==> config.mk <==
export PLATFORM = sky130hd
export DESIGN_NAME = vadd_float_control_s_axi
export DESIGN_NICKNAME = d
export VERILOG_FILES = /design/src/rtl/vadd_float_ctrl_pkg.sv /design/src/rtl/vadd_float_control_s_axi.sv
export SDC_FILE = /design/constraint.sdc
export NUM_CORES = 1
export LEC_CHECK = 0
export BUFFER_PORTS_ARGS = -buffer_cell sky130_fd_sc_hd__buf_2
export CELL_PAD_IN_SITES_DETAIL_PLACEMENT = 2
export CELL_PAD_IN_SITES_GLOBAL_PLACEMENT = 2
export CORE_MARGIN = 2
export CORE_UTILIZATION = 35
export CTS_CLUSTER_SIZE = 25
export DETAILED_ROUTE_END_ITERATION = 12
export PLACE_DENSITY = 0.8
export RECOVER_POWER = 50
export SYNTH_ARGS = -nofsm -noshare
export SYNTH_HDL_FRONTEND = slang
export SYNTH_SLANG_ARGS = --single-unit
==> constraint.sdc <==
create_clock -name ap_clk -period 2.4 [get_ports ap_clk]
set_input_delay 0.48 -clock ap_clk [delete_from_list [all_inputs] [get_ports ap_clk]]
set_output_delay 0.48 -clock ap_clk [all_outputs]
set_load 0.05 [all_outputs]
==> src/rtl/vadd_float_ctrl_pkg.sv <==
// vadd_float_ctrl_pkg: register map, status bit positions, FSM states and strobe merge for the vadd_float control slave.
package vadd_float_ctrl_pkg;

  localparam logic [5:0] ADDR_CTRL      = 6'h00;
  localparam logic [5:0] ADDR_GIE       = 6'h04;
  localparam logic [5:0] ADDR_IER       = 6'h08;
  localparam logic [5:0] ADDR_ISR       = 6'h0C;
  localparam logic [5:0] ADDR_XFER_SIZE = 6'h10;
  localparam logic [5:0] ADDR_A_LO      = 6'h18;
  localparam logic [5:0] ADDR_A_HI      = 6'h1C;
  localparam logic [5:0] ADDR_B_LO      = 6'h24;
  localparam logic [5:0] ADDR_B_HI      = 6'h28;
  localparam logic [5:0] ADDR_C_LO      = 6'h30;
  localparam logic [5:0] ADDR_C_HI      = 6'h34;

  localparam int CTRL_START = 0;
  localparam int CTRL_DONE  = 1;
  localparam int CTRL_IDLE  = 2;
  localparam int CTRL_READY = 3;
  localparam int CTRL_AUTO  = 7;
  localparam int ISR_DONE   = 0;
  localparam int ISR_READY  = 1;

  typedef enum logic [1:0] {WRRESET, WRIDLE, WRDATA, WRRESP} wstate_t;
  typedef enum logic [1:0] {RDRESET, RDIDLE, RDDATA} rstate_t;

  function automatic logic [31:0] apply_wstrb(input logic [31:0] old, input logic [31:0] data, input logic [3:0] strb);
    logic [31:0] m;
    for (int i = 0; i < 4; i++) m[8*i +: 8] = {8{strb[i]}};
    return (data & m) | (old & ~m);
  endfunction

endpackage

==> src/rtl/vadd_float_control_s_axi.sv <==
// vadd_float_control_s_axi: AXI4-Lite register file driving the vadd_float core arguments, start/status and host interrupt.
module vadd_float_control_s_axi
  import vadd_float_ctrl_pkg::*;
#(
  parameter int C_S_AXI_ADDR_WIDTH = 6,
  parameter int C_S_AXI_DATA_WIDTH = 32,
  parameter int C_M_AXI_ADDR_WIDTH = 64,
  parameter int C_XFER_SIZE_WIDTH  = 32
) (
  input  logic                            ap_clk,
  input  logic                            ap_rst_n,
  input  logic                            s_axi_control_AWVALID,
  output logic                            s_axi_control_AWREADY,
  input  logic [C_S_AXI_ADDR_WIDTH-1:0]   s_axi_control_AWADDR,
  input  logic                            s_axi_control_WVALID,
  output logic                            s_axi_control_WREADY,
  input  logic [C_S_AXI_DATA_WIDTH-1:0]   s_axi_control_WDATA,
  input  logic [C_S_AXI_DATA_WIDTH/8-1:0] s_axi_control_WSTRB,
  output logic                            s_axi_control_BVALID,
  input  logic                            s_axi_control_BREADY,
  output logic [1:0]                      s_axi_control_BRESP,
  input  logic                            s_axi_control_ARVALID,
  output logic                            s_axi_control_ARREADY,
  input  logic [C_S_AXI_ADDR_WIDTH-1:0]   s_axi_control_ARADDR,
  output logic                            s_axi_control_RVALID,
  input  logic                            s_axi_control_RREADY,
  output logic [C_S_AXI_DATA_WIDTH-1:0]   s_axi_control_RDATA,
  output logic [1:0]                      s_axi_control_RRESP,
  output logic                            interrupt,
  output logic                            ap_start,
  input  logic                            ap_done,
  input  logic                            ap_idle,
  input  logic                            ap_ready,
  output logic [C_XFER_SIZE_WIDTH-1:0]    xfer_size,
  output logic [C_M_AXI_ADDR_WIDTH-1:0]   a,
  output logic [C_M_AXI_ADDR_WIDTH-1:0]   b,
  output logic [C_M_AXI_ADDR_WIDTH-1:0]   c
);

  localparam bit WIDE = C_M_AXI_ADDR_WIDTH > 32;

  wstate_t wstate, wnext;
  rstate_t rstate, rnext;
  logic [3:0] waddr;
  logic [5:0] woff, roff;
  logic aw_hs, w_hs, ar_hs;
  logic wr_ctrl, wr_gie, wr_ier, wr_isr;
  logic [31:0] int_xfer, rdata, rdata_next, ctrl_word;
  logic [63:0] int_a, int_b, int_c;
  logic int_ap_start, int_ap_done, auto_restart, gie, int_interrupt;
  logic [1:0] ier, isr, ev;
  logic unused_addr;

  assign unused_addr = ^{s_axi_control_AWADDR, s_axi_control_ARADDR};
  assign aw_hs = s_axi_control_AWVALID & s_axi_control_AWREADY;
  assign w_hs  = s_axi_control_WVALID & s_axi_control_WREADY;
  assign ar_hs = s_axi_control_ARVALID & s_axi_control_ARREADY;
  assign woff  = {waddr, 2'b00};
  assign roff  = {s_axi_control_ARADDR[5:2], 2'b00};

  assign wr_ctrl = w_hs && woff == ADDR_CTRL && s_axi_control_WSTRB[0];
  assign wr_gie  = w_hs && woff == ADDR_GIE  && s_axi_control_WSTRB[0];
  assign wr_ier  = w_hs && woff == ADDR_IER  && s_axi_control_WSTRB[0];
  assign wr_isr  = w_hs && woff == ADDR_ISR  && s_axi_control_WSTRB[0];

  always_ff @(posedge ap_clk or negedge ap_rst_n)
    if (!ap_rst_n) wstate <= WRRESET;
    else wstate <= wnext;

  always_comb
    wnext = wstate == WRRESET ? WRIDLE :
            (wstate == WRIDLE && s_axi_control_AWVALID) ? WRDATA :
            (wstate == WRDATA && s_axi_control_WVALID) ? WRRESP :
            (wstate == WRRESP && s_axi_control_BREADY) ? WRIDLE : wstate;

  always_comb begin
    s_axi_control_AWREADY = wstate == WRIDLE;
    s_axi_control_WREADY  = wstate == WRDATA;
    s_axi_control_BVALID  = wstate == WRRESP;
    s_axi_control_BRESP   = 2'b00;
  end

  always_ff @(posedge ap_clk or negedge ap_rst_n)
    if (!ap_rst_n) rstate <= RDRESET;
    else rstate <= rnext;

  always_comb
    rnext = rstate == RDRESET ? RDIDLE :
            (rstate == RDIDLE && s_axi_control_ARVALID) ? RDDATA :
            (rstate == RDDATA && s_axi_control_RREADY) ? RDIDLE : rstate;

  always_comb begin
    s_axi_control_ARREADY = rstate == RDIDLE;
    s_axi_control_RVALID  = rstate == RDDATA;
    s_axi_control_RRESP   = 2'b00;
    s_axi_control_RDATA   = rdata;
  end

  always_ff @(posedge ap_clk or negedge ap_rst_n)
    if (!ap_rst_n) waddr <= '0;
    else if (aw_hs) waddr <= s_axi_control_AWADDR[5:2];

  always_ff @(posedge ap_clk or negedge ap_rst_n)
    if (!ap_rst_n) begin
      int_xfer <= '0;
      int_a    <= '0;
      int_b    <= '0;
      int_c    <= '0;
    end else if (w_hs) begin
      if (woff == ADDR_XFER_SIZE) int_xfer <= apply_wstrb(int_xfer, s_axi_control_WDATA, s_axi_control_WSTRB);
      if (woff == ADDR_A_LO) int_a[31:0]  <= apply_wstrb(int_a[31:0],  s_axi_control_WDATA, s_axi_control_WSTRB);
      if (woff == ADDR_A_HI) int_a[63:32] <= apply_wstrb(int_a[63:32], s_axi_control_WDATA, s_axi_control_WSTRB);
      if (woff == ADDR_B_LO) int_b[31:0]  <= apply_wstrb(int_b[31:0],  s_axi_control_WDATA, s_axi_control_WSTRB);
      if (woff == ADDR_B_HI) int_b[63:32] <= apply_wstrb(int_b[63:32], s_axi_control_WDATA, s_axi_control_WSTRB);
      if (woff == ADDR_C_LO) int_c[31:0]  <= apply_wstrb(int_c[31:0],  s_axi_control_WDATA, s_axi_control_WSTRB);
      if (woff == ADDR_C_HI) int_c[63:32] <= apply_wstrb(int_c[63:32], s_axi_control_WDATA, s_axi_control_WSTRB);
    end

  always_comb begin
    ev = '0;
    ev[ISR_DONE]  = ap_done;
    ev[ISR_READY] = ap_ready;
  end

  // Event sets are OR-ed after the toggle so a same-cycle set always wins.
  always_ff @(posedge ap_clk or negedge ap_rst_n)
    if (!ap_rst_n) begin
      int_ap_start  <= 1'b0;
      int_ap_done   <= 1'b0;
      auto_restart  <= 1'b0;
      gie           <= 1'b0;
      ier           <= '0;
      isr           <= '0;
      int_interrupt <= 1'b0;
    end else begin
      int_ap_start  <= (wr_ctrl && s_axi_control_WDATA[CTRL_START]) ? 1'b1 : ap_ready ? auto_restart : int_ap_start;
      int_ap_done   <= ap_done | (int_ap_done & ~(ar_hs && roff == ADDR_CTRL));
      auto_restart  <= wr_ctrl ? s_axi_control_WDATA[CTRL_AUTO] : auto_restart;
      gie           <= wr_gie ? s_axi_control_WDATA[0] : gie;
      ier           <= wr_ier ? s_axi_control_WDATA[1:0] : ier;
      isr           <= (isr ^ (wr_isr ? s_axi_control_WDATA[1:0] : 2'b00)) | (ier & ev);
      int_interrupt <= gie & (|isr);
    end

  always_comb begin
    ctrl_word = '0;
    ctrl_word[CTRL_START] = int_ap_start;
    ctrl_word[CTRL_DONE]  = int_ap_done;
    ctrl_word[CTRL_IDLE]  = ap_idle;
    ctrl_word[CTRL_READY] = ap_ready;
    ctrl_word[CTRL_AUTO]  = auto_restart;
  end

  always_comb begin
    rdata_next = '0;
    case (roff)
      ADDR_CTRL:      rdata_next = ctrl_word;
      ADDR_GIE:       rdata_next = {31'd0, gie};
      ADDR_IER:       rdata_next = {30'd0, ier};
      ADDR_ISR:       rdata_next = {30'd0, isr};
      ADDR_XFER_SIZE: rdata_next = int_xfer;
      ADDR_A_LO:      rdata_next = int_a[31:0];
      ADDR_A_HI:      rdata_next = WIDE ? int_a[63:32] : 32'd0;
      ADDR_B_LO:      rdata_next = int_b[31:0];
      ADDR_B_HI:      rdata_next = WIDE ? int_b[63:32] : 32'd0;
      ADDR_C_LO:      rdata_next = int_c[31:0];
      ADDR_C_HI:      rdata_next = WIDE ? int_c[63:32] : 32'd0;
      default:        rdata_next = '0;
    endcase
  end

  always_ff @(posedge ap_clk or negedge ap_rst_n)
    if (!ap_rst_n) rdata <= '0;
    else if (ar_hs) rdata <= rdata_next;

  assign interrupt = int_interrupt;
  assign ap_start  = int_ap_start;
  assign xfer_size = int_xfer[C_XFER_SIZE_WIDTH-1:0];
  assign a         = int_a[C_M_AXI_ADDR_WIDTH-1:0];
  assign b         = int_b[C_M_AXI_ADDR_WIDTH-1:0];
  assign c         = int_c[C_M_AXI_ADDR_WIDTH-1:0];

endmodule

# Word level (Yosys, flattened, before mapping)
# Cells that the tools add are included.
op_classes:
  n_eq_ne: 25
  mux: 11
  bitwise: 26
  n_reduce_logical: 30
ops:
  columns: ["cell", "n"]
  rows:
  - ["$pmux 32 s11", 1]
  - ["$and 32x32->32", 8]
  - ["$or 32x32->32", 7]
  - ["$eq 4x4->1 const B", 8]
  - ["$not 32->32", 1]
  - ["$eq 4x3->1 const B", 6]
  - ["$eq 4x2->1 const B", 4]
  - ["$mux 2", 8]
  - ["$logic_and 1x1->1", 15]
  - ["$reduce_and 2->1", 7]
  - ["$logic_not 6->1", 2]
  - ["$eq 4x1->1 const B", 2]
  - ["$eq 2x2->1 const B", 3]
  - ["$and 1x1->1", 5]
  - ["$eq 2x1->1 const B", 2]
  - ["$logic_not 2->1", 2]
  - ["$reduce_bool 4->1", 1]
  - ["$reduce_bool 3->1", 1]
  - ["$and 2x2->2", 1]
  - ["$mux 1", 2]
  - ["$or 2x2->2", 1]
  - ["$reduce_bool 2->1", 1]
  - ["$reduce_or 2->1", 1]
  - ["$xor 2x2->2", 1]
  - ["2 further kinds", 2]
word_totals:
  regBits: 273
  output_inout_bits: 267
  elab_cells: 110

# Logic depth before layout (Yosys ltp)
# Gate-level depths: netlist of the first run.
logic_depth:
  ltp_word: 7
  depth_mapped: 8
  ltp_nobuf: 5

# Least setup slack after synthesis of the first run
# OpenSTA, ideal clock, no wires.
synth_path:
  path_kind: "register to register"
  startpoint: "register wstate[1]"
  endpoint: "register waddr[0]"
  t_arrival_ns: 1.776
  required_time_ns: 2.275
  setup_slack_ns: 0.500
  path_stages_with_launch: 4
  path_buffers: 0
  path_cell_list: "dfrtp_1 > nor2b_1 > nand2_1 > mux2_2"
synth_via:
  elab_chain_cells: 2
synth_lines:
  columns: ["item", "line_no", "rtl"]
  rows:
  - ["start, declared", "vadd_float_control_s_axi.sv:42", "wstate_t wstate, wnext;"]
  - ["start signal, assigned", "vadd_float_control_s_axi.sv:68", "else wstate <= wnext;"]
  - ["$eq 2x1->1", "vadd_float_control_s_axi.sv:77", "s_axi_control_AWREADY = wstate == WRIDLE;"]
  - ["named net s_axi_control_AWREADY", "vadd_float_control_s_axi.sv:13", "output logic s_axi_control_AWREADY,"]
  - ["$and 1x1->1", "vadd_float_control_s_axi.sv:55", "assign aw_hs = s_axi_control_AWVALID & s_axi_control_AWREADY;"]
  - ["end signal, assigned", "vadd_float_control_s_axi.sv:101", "else if (aw_hs) waddr <= s_axi_control_AWADDR[5:2];"]
  - ["end, declared", "vadd_float_control_s_axi.sv:44", "logic [3:0] waddr;"]
# The timed path passes the listed nets, and every way through them passes these cells.
# A chain may end at the register's enable or synchronous reset.

==> results of run 1 <==
cell type report:
class / count / area [um2]
clock buffers: 55 / 1050
clock inverters: 4 / 47.5
fillers: 3531 / 18700
inverters: 9 / 33.8
multi-input cells: 562 / 5000
flip-flops and latches: 273 / 6830
well taps: 455 / 569
repair buffers: 390 / 2110
critical path: stages, from the launching register on:
cell	delay [ns]
dfrtp_1	0.44
nand4b_1	0.37
nor2_2	0.46
nand3_2	0.47
mux2_2	0.44
per-layer routing:
layer	share of wire, %	vias to the layer above
met4	3.2	8
met3	7.6	107
met5	0.10	-
li1	-	4126
met1	40	5274
met2	49	412
stage by stage:
stage | cells | setup slack (ns)
6_report | 1748 | 0.0909
5_1_grt | 1748 | 0.0412
4_1_cts | 1748 | 0.142
3_5_place_dp | 1688 | -0.0315
3_3_place_gp | 1688 | -0.0193
2_1_floorplan | 904 | 0.500
logic make-up (layout without fill, tap and decap cells):
group	after synthesis	count (layout)
simple gates	133	133
flops	273	273
mux	251	251
xor+xnor	2	2
other cells	1	4
buf+inv	69	458
compound gates	172	172
power by group:
part | switching (mW) | internal (mW)
Sequential | 1.16 | 5.79
Clock | 2.00 | 3.10
Combinational | 5.61 | 1.79
cells in the mapped netlist (all sizes together), types with 16 or more instances:
library cell,n,area (um2)
a21o,17,128
a21oi,25,125
a222oi,35,350
a22o,30,263
buf,45,272
dfrtp,273,6830
mux2,235,2650
mux2i,16,160
nand2,36,145
nor2,20,95.1
worst paths after layout:
path | start | end | slack [ns] | cells after the start
setup reg to reg | wstate[0] | register | 0.09 | 4
max in group asynchronous | ap_rst_n | async pin | 0.33 | 3
setup / recovery | wstate[0] | register | 0.09 | 4
hold reg to reg | s_axi_control_RDATA[27] | s_axi_control_RDATA[27] | 0.47 | 1
hold / removal | s_axi_control_BREADY | wstate[1] | 0.16 | 2
min in group asynchronous | ap_rst_n | s_axi_control_RDATA[13] | 0.88 | 2
timing repair:
item | CTS | global route
hold buffers | 1 | 0
gates resized for setup | 0 | 0
endpoints found under the hold margin | 53 | 0
==> flow_metrics.tcl, run 1 <==
set metrics [dict create \
    status "complete, but fails checks" \
    violations "capacitance limit, slew limit" \
    grt_max_degree 84 \
    holdWs_ns 0.155 \
    use_met1_pct 34.3 \
    vdd_ir_drop_max_mv 0.683 \
    max_freq_mhz 433 \
    finalInstanceArea_mm2 0.0156 \
    p_per_area_mw_per_mm2 1240 \
    final.setup.tns_ns 0 \
    drt_iter0_markers 622 \
    met2_usage_pct 47.7 \
    muxShareOfSynthArea_pct 23.1 \
    postPlaceCellArea_mm2 0.0147 \
    slew_violations 54 \
    worstSetupEndpointType "register" \
    initial_utilization_pct 35.4 \
    antenna_found_initial 4 \
    antennaDiodeCount 0 \
    postSynth.asyncResetShare_pct 100 \
    synthFlopType "dfrtp_1" \
    cts-buffers-inserted 34 \
    use_met3_pct 7.20 \
    core_area_mm2 0.0344 \
    period_needed_ns 2.31 \
    start_kind "register" \
    synth_xor_xnor_area_share_pct 0.144 \
    p_leak_nw 7.99 \
    antenna_left 0 \
    setup_viol 0 \
    io_buffers 316 \
    final_cell_mix "273 x dfrtp_1, 205 x buf_2, 203 x mux2_2" \
    holdCritPathClass "input pin to register" \
    drive_gt1_share_pct 42.5 \
    die_h_um 190 \
    num_io_pins 325 \
    fin_util_pct 45.5 \
    rows 68 \
    drc 0 \
    cp_data_required_time_ns 2.79 \
    synth_seq_cells 273 \
    rsz0062_at_grt "no" \
    cts_setup_buffers 0 \
    skew_ns 0.0139 \
    die_area_mm2 0.0363 \
    synth_top_family_by_area "multiplexers" \
    syn_avg_cell_area_um2 13.5 \
    grt-busiest-layer "met2" \
    grt_pass1_wl_um 74700 \
    path_class "register to register" \
    cp_max_fo 8 \
    period_share_pct 96.2 \
    ys_types 59 \
    syn_inst 901 \
    syn_to_final_growth_pct 28.6 \
    dieWidth_um 190 \
    final-hold-violation-count 0 \
    netlist_area_mm2 0.0122 \
    routed_via_density 5.68 \
    path_clk_slew_ns 0.06 \
    synth_compound_area_share_pct 11.1 \
    insertion_delay_ns 0.52 \
    num_vias 9927 \
    cts-root-buf "clkbuf_16" \
    synth_warnings 0 \
    nets 1328 \
    firstDrtPassIters 6 \
    worst_slew_pin_slew_ns 1.55 \
    mostFrequentLayoutCell "dfrtp_1" \
    synth_edf_count 0 \
    clock_sinks 273 \
    gp_congestion 0.836 \
    h-tree-depth 2 \
    drv_cap 1 \
    power_mw 19.5 \
    synthSimpleGateAreaFrac_pct 6.51 \
    slew_headroom_pct -3.11 \
    ctsLongestPathBuffers 3 \
    overflow 0 \
    grt_pass1_vias 11000 \
    cp.arrival_ns 2.70 \
    wl_per_cell_um 29.2 \
    grtUsageTotal_pct 27.9 \
    drt-total-wl_um 51000 \
    dpl.hpwl_um 35700 \
    yosysSeqAreaShare_pct 56.2 \
    synthAdderAreaFrac_pct 0 \
    cts_tree "yes" \
]
No activity file was read; power rests on OpenSTA's default activity.
==> run 2, diff against run 1 <==
- ABC_CLOCK_PERIOD_IN_PS: not set -> 1990
- CORE_UTILIZATION: 35 -> 32
- PLACE_DENSITY: 0.8 -> 0.77
- clock period: 2.4 -> 1.99 ns (I/O delays scaled with it)
==> run 2 against run 1 <==
The flow finishes with violations (setup timing). Design area rose by 5.5%. Wire length is 5.5% higher. Total power is 22% higher. Maximum frequency increased by 16%. Clock-buffer cell count decreased by 8. Utilization shrank 1.6 points. First-iteration DRC count down 8.5%. Combinational power grew 25%. Via count up 2.0%. Critical path depth up 3. Sequential cell count unchanged. Critical path type unchanged. Largest power group unchanged.
==> flow_metrics.tcl, run 2 (synthesis results as in run 1) <==
set metrics [dict create \
    drive_gt1_share_pct 50.2 \
    clock_power_share_pct 25.5 \
    slew_headroom_pct 34.8 \
    cp.arrival_ns 2.47 \
    holdCritPathClass "input pin to register" \
    firstDrtPassIters 7 \
    hp-start "s_axi_control_AWVALID" \
    start_kind "register" \
    multi_input_area_mm2 0.00504 \
    p_leak_nw 8.61 \
    power_frac_seq_pct 35.4 \
    final_cell_mix "273 x dfrtp_1, 248 x buf_2, 203 x mux2_2" \
    initial_utilization_pct 32.4 \
    dp.cells 1805 \
    dpl.hpwl_um 38800 \
    cts-buffers-inserted 31 \
    skew_ns 0.00914 \
    nets 1388 \
    rows 71 \
    cts_tree "yes" \
    die_h_um 199 \
    die_area_mm2 0.0396 \
    fillers 3857 \
    grt_pass1_vias 11200 \
    pwr-share-comb_pct 39.1 \
    final-seq-area_mm2 0.00683 \
    r2r_cells 7 \
    stdcell_count 1867 \
    violations "setup timing" \
    syn_to_final_growth_pct 35.7 \
    num_io_pins 325 \
    clock_sinks 273 \
    grt_pass1_wl_um 78300 \
    finalInstanceArea_mm2 0.0165 \
    switching_power_mw 10.7 \
    grtUsageTotal_pct 27.2 \
    dieWidth_um 199 \
    period_needed_ns 2.00 \
    worst_slew_pin_slew_ns 0.975 \
    num_vias 10100 \
    cp_data_required_time_ns 2.46 \
    vdd_ir_drop_max_mv 0.771 \
    insertion_delay_ns 0.58 \
    slew_violations 0 \
    period_share_pct 100 \
    drt_iter0_markers 569 \
    cp_max_fo 8 \
    postPlaceCellArea_mm2 0.0155 \
    drc 0 \
    h-tree-depth 1 \
    intPower_mw 13.0 \
    ctsLongestPathBuffers 3 \
    gp_congestion 0.823 \
    antenna_left 0 \
    wl_per_cell_um 28.8 \
    grt_max_degree 63 \
    power_mw 23.7 \
    path_clk_slew_ns 0.06 \
    use_met1_pct 34.3 \
    min_to "wstate[0]" \
    antenna_found_initial 2 \
    drt-total-wl_um 53800 \
    grt-busiest-layer "met2" \
    max_freq_mhz 501 \
    overflow 0 \
    io_buffers 316 \
    rsz0062_at_grt "yes" \
    r2r_slack_ns -0.008 \
    status "complete, but fails checks" \
    worstReg2RegStart "wstate[0]" \
    setup_viol 6 \
    mostFrequentLayoutCell "dfrtp_1" \
    p_per_area_mw_per_mm2 1440 \
    core_area_mm2 0.0376 \
    path_class "register to register" \
    fin_ws_ns -0.00778 \
    routed_via_density 5.42 \
    use_met3_pct 5.17 \
    worstSetupEndpointType "register" \
    swShare_pct 45.2 \
    final-hold-violation-count 0 \
    cts-root-buf "clkbuf_16" \
    holdPathStages 2 \
    drv_cap 0 \
    met2_usage_pct 46.8 \
]
## run 2: metrics by stage
step | hold slack (ns) | setup WS, ns | util [%] | TNS (ns)
3_3_place_gp | 0.401 | -0.126 | 41.4 | -2.04
2_1_floorplan | 0.102 | 0.0895 | - | 0
6_report | 0.0228 | -0.00778 | 43.9 | -0.0335
3_5_place_dp | 0.405 | -0.155 | 41.4 | -5.87
4_1_cts | 0.00823 | -0.000846 | 44.4 | -0.000846
5_1_grt | 0.0319 | -0.0536 | 43.9 | -2.72
## run 2: worst max-delay path: stages, from the launching register on
cell and delay (ns):
dfrtp_1 0.40, nand4b_1 0.18, buf_4 0.18, nor4b_2 0.25, buf_4 0.19, and2_1 0.17
buf_12 0.16, mux2_2 0.35
## run 2: repair_timing
item	in CTS	in global routing
setup buffers	1	0
endpoints found under the hold margin	52	0
endpoints found under the setup margin	71	102
pin swaps	1	0
gates resized for setup	7	6
gates cloned	0	0
hold buffers	2	0
## run 2: power groups by stage
stage	Sequential (mW)	Combinational, mW	Clock, mW
after floorplan	12.7	1.94	0
after global placement	8.33	9.06	0
after detailed placement	8.44	9.30	0
after CTS	8.39	9.42	6.17
after global routing	8.58	9.66	6.36
final	8.40	9.28	6.06
## run 2: how the worst max path moves through the flow
stage,end,start,cells past startpoint
after detailed placement,s_axi_control_RDATA[30],s_axi_control_ARADDR[5],6
after global routing,register,waddr[1],7
after global placement,s_axi_control_RDATA[30],s_axi_control_ARADDR[5],6
after CTS,s_axi_control_WREADY,wstate[1],3
after floorplan,waddr[0],wstate[1],3
final,register,wstate[0],7
## run 2: final cells by class
cell class / instances / share of cell area, %
Sequential cell: 273 / 41.4
Multi-Input combinational cell: 562 / 30.5
Timing Repair Buffer: 453 / 17.5
Clock buffer: 47 / 5.61
Tap cell: 511 / 3.87
Clock inverter: 11 / 0.917
Inverter: 9 / 0.205
Antenna cell: 1 / 0.0152
## run 2: per-layer routing
| layer | wire (um) | part of all wire, % |
|---|---|---|
| met5 | 23 | 0.043 |
| met4 | 1880 | 3.5 |
| met3 | 3290 | 6.1 |
| met2 | 26700 | 50 |
| met1 | 21900 | 41 |
